[src/rtl/router_fsm_np.sv]
// router_fsm_np: parametrised packet-router control FSM with registered destination and header-address check.
// Define ROUTER_WAIT_TIMEOUT_EN to drop a packet that waits WAIT_TIMEOUT cycles for a non-empty FIFO.
module router_fsm_np #(
    parameter int NUM_PORTS    = 3,
    parameter int ADDR_W       = 2,
    parameter int WAIT_TIMEOUT = 64
) (
    input  logic                 clk,
    input  logic                 rst,
    input  logic                 pkt_valid,
    input  logic [ADDR_W-1:0]    din,
    input  logic                 fifo_full,
    input  logic [NUM_PORTS-1:0] fifo_empty,
    input  logic [NUM_PORTS-1:0] soft_rst,
    input  logic                 parity_done,
    input  logic                 low_pkt_valid,
    output logic [ADDR_W-1:0]    dest_sel,
    output logic                 detect_add,
    output logic                 lfd_state,
    output logic                 ld_state,
    output logic                 full_state,
    output logic                 laf_state,
    output logic                 rst_in_reg,
    output logic                 wr_en_reg,
    output logic                 busy,
    output logic                 addr_err,
    output logic                 wait_timeout
);
    typedef enum logic [2:0] {
        DECODE_ADDRESS, LOAD_FIRST_DATA, LOAD_DATA, FIFO_FULL_STATE,
        LOAD_AFTER_FULL, LOAD_PARITY, CHECK_PARITY_ERROR, WAIT_TILL_EMPTY
    } state_t;
    localparam int PW = 2 ** ADDR_W;
    if (NUM_PORTS < 2 || NUM_PORTS > 16 || PW < NUM_PORTS || WAIT_TIMEOUT < 1) begin : g_bad_params
        $error("router_fsm_np: invalid parameters");
    end
    state_t state, next;
    logic [PW-1:0] empty_pad, srst_pad;
    logic av, sel_empty, sel_srst, timeout;
    // Padding to the full address range lets din/dest_sel index without range issues.
    assign empty_pad = PW'(fifo_empty);
    assign srst_pad  = PW'(soft_rst);
    assign av        = pkt_valid && ({1'b0, din} < (ADDR_W+1)'(NUM_PORTS));
    assign sel_empty = empty_pad[dest_sel];
    assign sel_srst  = srst_pad[dest_sel];
`ifdef ROUTER_WAIT_TIMEOUT_EN
    localparam int CW = $clog2(WAIT_TIMEOUT + 1);
    logic [CW-1:0] cnt;
    always_ff @(posedge clk or posedge rst)
        if (rst) cnt <= '0;
        else cnt <= (state == WAIT_TILL_EMPTY) ? cnt + CW'(1) : '0;
    assign timeout = state == WAIT_TILL_EMPTY && !sel_empty && cnt == CW'(WAIT_TIMEOUT - 1);
`else
    assign timeout = 1'b0;
`endif
    always_comb begin
        next = state;
        case (state)
            DECODE_ADDRESS:     next = av ? (empty_pad[din] ? LOAD_FIRST_DATA : WAIT_TILL_EMPTY) : DECODE_ADDRESS;
            LOAD_FIRST_DATA:    next = LOAD_DATA;
            LOAD_DATA:          next = fifo_full ? FIFO_FULL_STATE : (!pkt_valid ? LOAD_PARITY : LOAD_DATA);
            FIFO_FULL_STATE:    next = fifo_full ? FIFO_FULL_STATE : LOAD_AFTER_FULL;
            LOAD_AFTER_FULL:    next = parity_done ? DECODE_ADDRESS : (low_pkt_valid ? LOAD_PARITY : LOAD_DATA);
            LOAD_PARITY:        next = CHECK_PARITY_ERROR;
            CHECK_PARITY_ERROR: next = fifo_full ? FIFO_FULL_STATE : DECODE_ADDRESS;
            WAIT_TILL_EMPTY:    next = sel_empty ? LOAD_FIRST_DATA : (timeout ? DECODE_ADDRESS : WAIT_TILL_EMPTY);
            default:            next = DECODE_ADDRESS;
        endcase
        if (state != DECODE_ADDRESS && sel_srst) next = DECODE_ADDRESS;
    end
    always_ff @(posedge clk or posedge rst)
        if (rst) begin
            state        <= DECODE_ADDRESS;
            dest_sel     <= '0;
            addr_err     <= 1'b0;
            wait_timeout <= 1'b0;
        end else begin
            state        <= next;
            if (state == DECODE_ADDRESS && av) dest_sel <= din;
            addr_err     <= state == DECODE_ADDRESS && pkt_valid && !av;
            wait_timeout <= timeout && !sel_srst;
        end
    assign detect_add = state == DECODE_ADDRESS;
    assign lfd_state  = state == LOAD_FIRST_DATA;
    assign ld_state   = state == LOAD_DATA;
    assign full_state = state == FIFO_FULL_STATE;
    assign laf_state  = state == LOAD_AFTER_FULL;
    assign rst_in_reg = state == CHECK_PARITY_ERROR;
    assign wr_en_reg  = state == LOAD_DATA || state == LOAD_AFTER_FULL || state == LOAD_PARITY;
    assign busy       = !(state == DECODE_ADDRESS || state == LOAD_DATA);
endmodule

[config.mk]
export PLATFORM = sky130hd
export DESIGN_NAME = router_fsm_np
export DESIGN_NICKNAME = d
export VERILOG_FILES = /design/src/rtl/router_fsm_np.sv
export SDC_FILE = /design/constraint.sdc
export NUM_CORES = 1
export LEC_CHECK = 0
export ABC_CLOCK_PERIOD_IN_PS = 1310
export CORE_UTILIZATION = 34
export CTS_CLUSTER_DIAMETER = 80
export DETAILED_ROUTE_END_ITERATION = 8
export PLACE_DENSITY_LB_ADDON = 0.15
export SYNTH_ARGS = -nofsm -noshare
export SYNTH_HDL_FRONTEND = slang
export SYNTH_SLANG_ARGS = --single-unit
[constraint.sdc]
create_clock -name clk -period 1.31 [get_ports clk]
set_input_delay 0.393 -clock clk [delete_from_list [all_inputs] [get_ports clk]]
set_output_delay 0.393 -clock clk [all_outputs]
set_load 0.02 [all_outputs]
==> metrics <==
Layout Area Growth over Synthesis 105.8%; clk buf depth 2; I/O Buffers 24; status finished, violations left; die area 1683 um2; final design utilization 0.7802; All-Layer GR Usage 0.2215; Final ANT Viol Nets 0; H-tree depth 1; vias per cell 5.138; DRC violations left 0; CP required ~0.9 ns; Period minus WS final around 1.6 ns; Net Count, Synth 74; setup ws final -0.3273 ns; first-pass GRT wire length 2.311 mm; Netlist Area Pre-Place just over 500 um2; Post-CTS Hold Buffers 0; DP HPWL 1.093 mm; largest net degree at the start of global routing 8; DR WL met2 a little over 900 um; average wire per standard cell 13.36 um; Setup crit end kind primary output; unrepaired setup endpoints after global routing true; Post-Route WL 1.643 mm; die height 41.03 um; Mapped Cells 60; Max VDD drop 1.559 mV; Netlist cell types 31; GPL Wtd Cong ~0.75; Worst-path clk slew 0.04 ns; initial core utilization 0.3791; CTS sink cnt 6; worst skew pair latency around 0.24 ns; endpoints failing hold 0; CTS tree built; Core ar. 1366 um2; Multi-input gate area between 400 and 500 um2; pre-CTS setup slack -0.5886 ns; First-pass DRT Iterations 4; CP startpoint kind flip-flop; NumNets Final between 100 and 150; Die X-Extent 41.03 um; ANT cells 0; fin crit share 1.250; met3 WL post-DR 66 um; synth top area cells dfrtp_1 29%, mux2i_1 7.7%, o22a_1 5.1%; num rows 13; M1 wire length between 600 and 700 um; synthesis-stage register bit count 6; DR vias 632; MaxCap Viol Count 0; Yosys warning count 0; post-synthesis sequential area ratio 0.2899; number of synthesized flops with an enable pin 0; fin cells 123; # setup viols final 13; average cell area after synthesis 8.633 um2; CTS buffer count 3; DRT iter0 DRCs 11; largest area contributor in the netlist dfrtp_1; PD cells 2248 nW/um2; initial antenna violation count 0; CTS Root Cell clkbuf_4; crit path max fanout 5; WP data arrival 1.24 ns; P_leak 0.0004915 uW; hold_ws between 0.3 and 0.4 ns; Synth Flop Type dfrtp_1; Hold Crit Class input pin to asynchronous set/reset pin; top sig layer met4; register area 153.9 um2; Max Slew Vio Count 0; vias in the first global route 575; post-synth top area share 0.2899; ys async rst share 1.000; I/O pins 26; layout cells sized above 1 0.5648; grt ovf 0; Clock Skew approximately 0.0024 ns; fill cell count 105; placed cell count 110; Worst Setup Path Type flip-flop to primary output; Max Fclk 610.7 MHz; failing checks setup timing
worst max-delay path, cell delays in order, from the launching register on:
cell and delay, ns:
dfrtp_2 0.46, buf_6 0.15, mux2_4 0.26, buf_6 0.13
layout make-up:
cell class	instances	share of cell area
clock buffers	3	0.02113
well taps	15	0.01761
multi-input cells	46	0.3862
inverters	4	0.01408
repair buffers	49	0.4167
flip-flops and latches	6	0.1444
logic make-up (layout without fill, tap and decap cells):
| group | Yosys count | after routing | synth area share |
|---|---|---|---|
| AND/OR/NAND/NOR | 22 | 22 | 0.2730 |
| AO/OA/AOI/OAI | 18 | 18 | 0.2464 |
| buffers and inverters | 8 | 56 | 0.08454 |
| multiplexers | 5 | 5 | 0.09904 |
| other | 1 | 1 | 0.007239 |
| flip-flops | 6 | 6 | 0.2898 |
metrics by stage:
| step | total power (uW) | cell area, um2 | setup TNS [ns] |
|---|---|---|---|
| finish | 2396 | 1066 | -2.321 |
| global route | 2540 | 1066 | -2.870 |
| CTS | 2260 | 1021 | -2.029 |
| detailed placement | 1791 | 888.4 | -5.622 |
| global placement | 1769 | 888.4 | -5.358 |
| floorplan | 1204 | 554.3 | -0.04065 |
placed cells by master (no fill, tap or decap), drive strengths merged, types with 2 or more instances in the layout:
master and n:
nor2 6, o22a 3, mux2i 4, o21ai 6, clkdlybuf4s50 12, clkdlybuf4s15 2, buf 33, nor3b 3
nand2 5, dfrtp 6, a21boi 3, a32oi 2, clkbuf 4, inv 4, and2 2
per-layer routing:
metal / vias to the layer above / track usage
li1: 311 / -
met1: 298 / 0.2159
met2: 21 / 0.4297
met3: 2 / 0.06522
met4: 0 / 0.07500
met5: - / 0
sequential cells by signal, summed over array words and instances, names as in the netlist:
register  count
dest_sel      2
addr_err      1
state         3
report_power, final:
part	total, uW	internal [uW]	switching, uW
registers	365	271	94.0
logic	1870	1040	821
clock network	165	103	62.1
synth_stat cells, types with 2 or more instances:
cell,n
mux2i_1,4
a32oi_1,2
o21ai_0,5
buf_2,2
a21boi_1,2
nand2_1,4
inv_1,4
dfrtp_1,6
o22a_1,3
nor2_1,6
nor3b_1,2
worst paths after layout:
kind                       cells after the start  slack [ns]                 endpoint                    start
setup / recovery                               3       -0.33                wr_en_reg       state[2]$_DFF_PP0_
hold reg to reg                                2        0.63  dest_sel[1]$_DFFE_PP0P_  dest_sel[1]$_DFFE_PP0P_
setup reg to reg                               6       -0.11       state[2]$_DFF_PP0_       state[0]$_DFF_PP0_
hold / removal                                 2        0.37  dest_sel[1]$_DFFE_PP0P_                      rst
min in group clk                               2        0.63  dest_sel[1]$_DFFE_PP0P_  dest_sel[1]$_DFFE_PP0P_
max in group asynchronous                      2        0.73       state[0]$_DFF_PP0_                      rst
what timing repair did:
item	in CTS	in global routing
resized for setup	70	9
cloned	0	0
pin swaps	4	2
buffers inserted	8	2
endpoints found under the setup margin	16	15
Note: power is estimated with default switching activity, not from simulation.
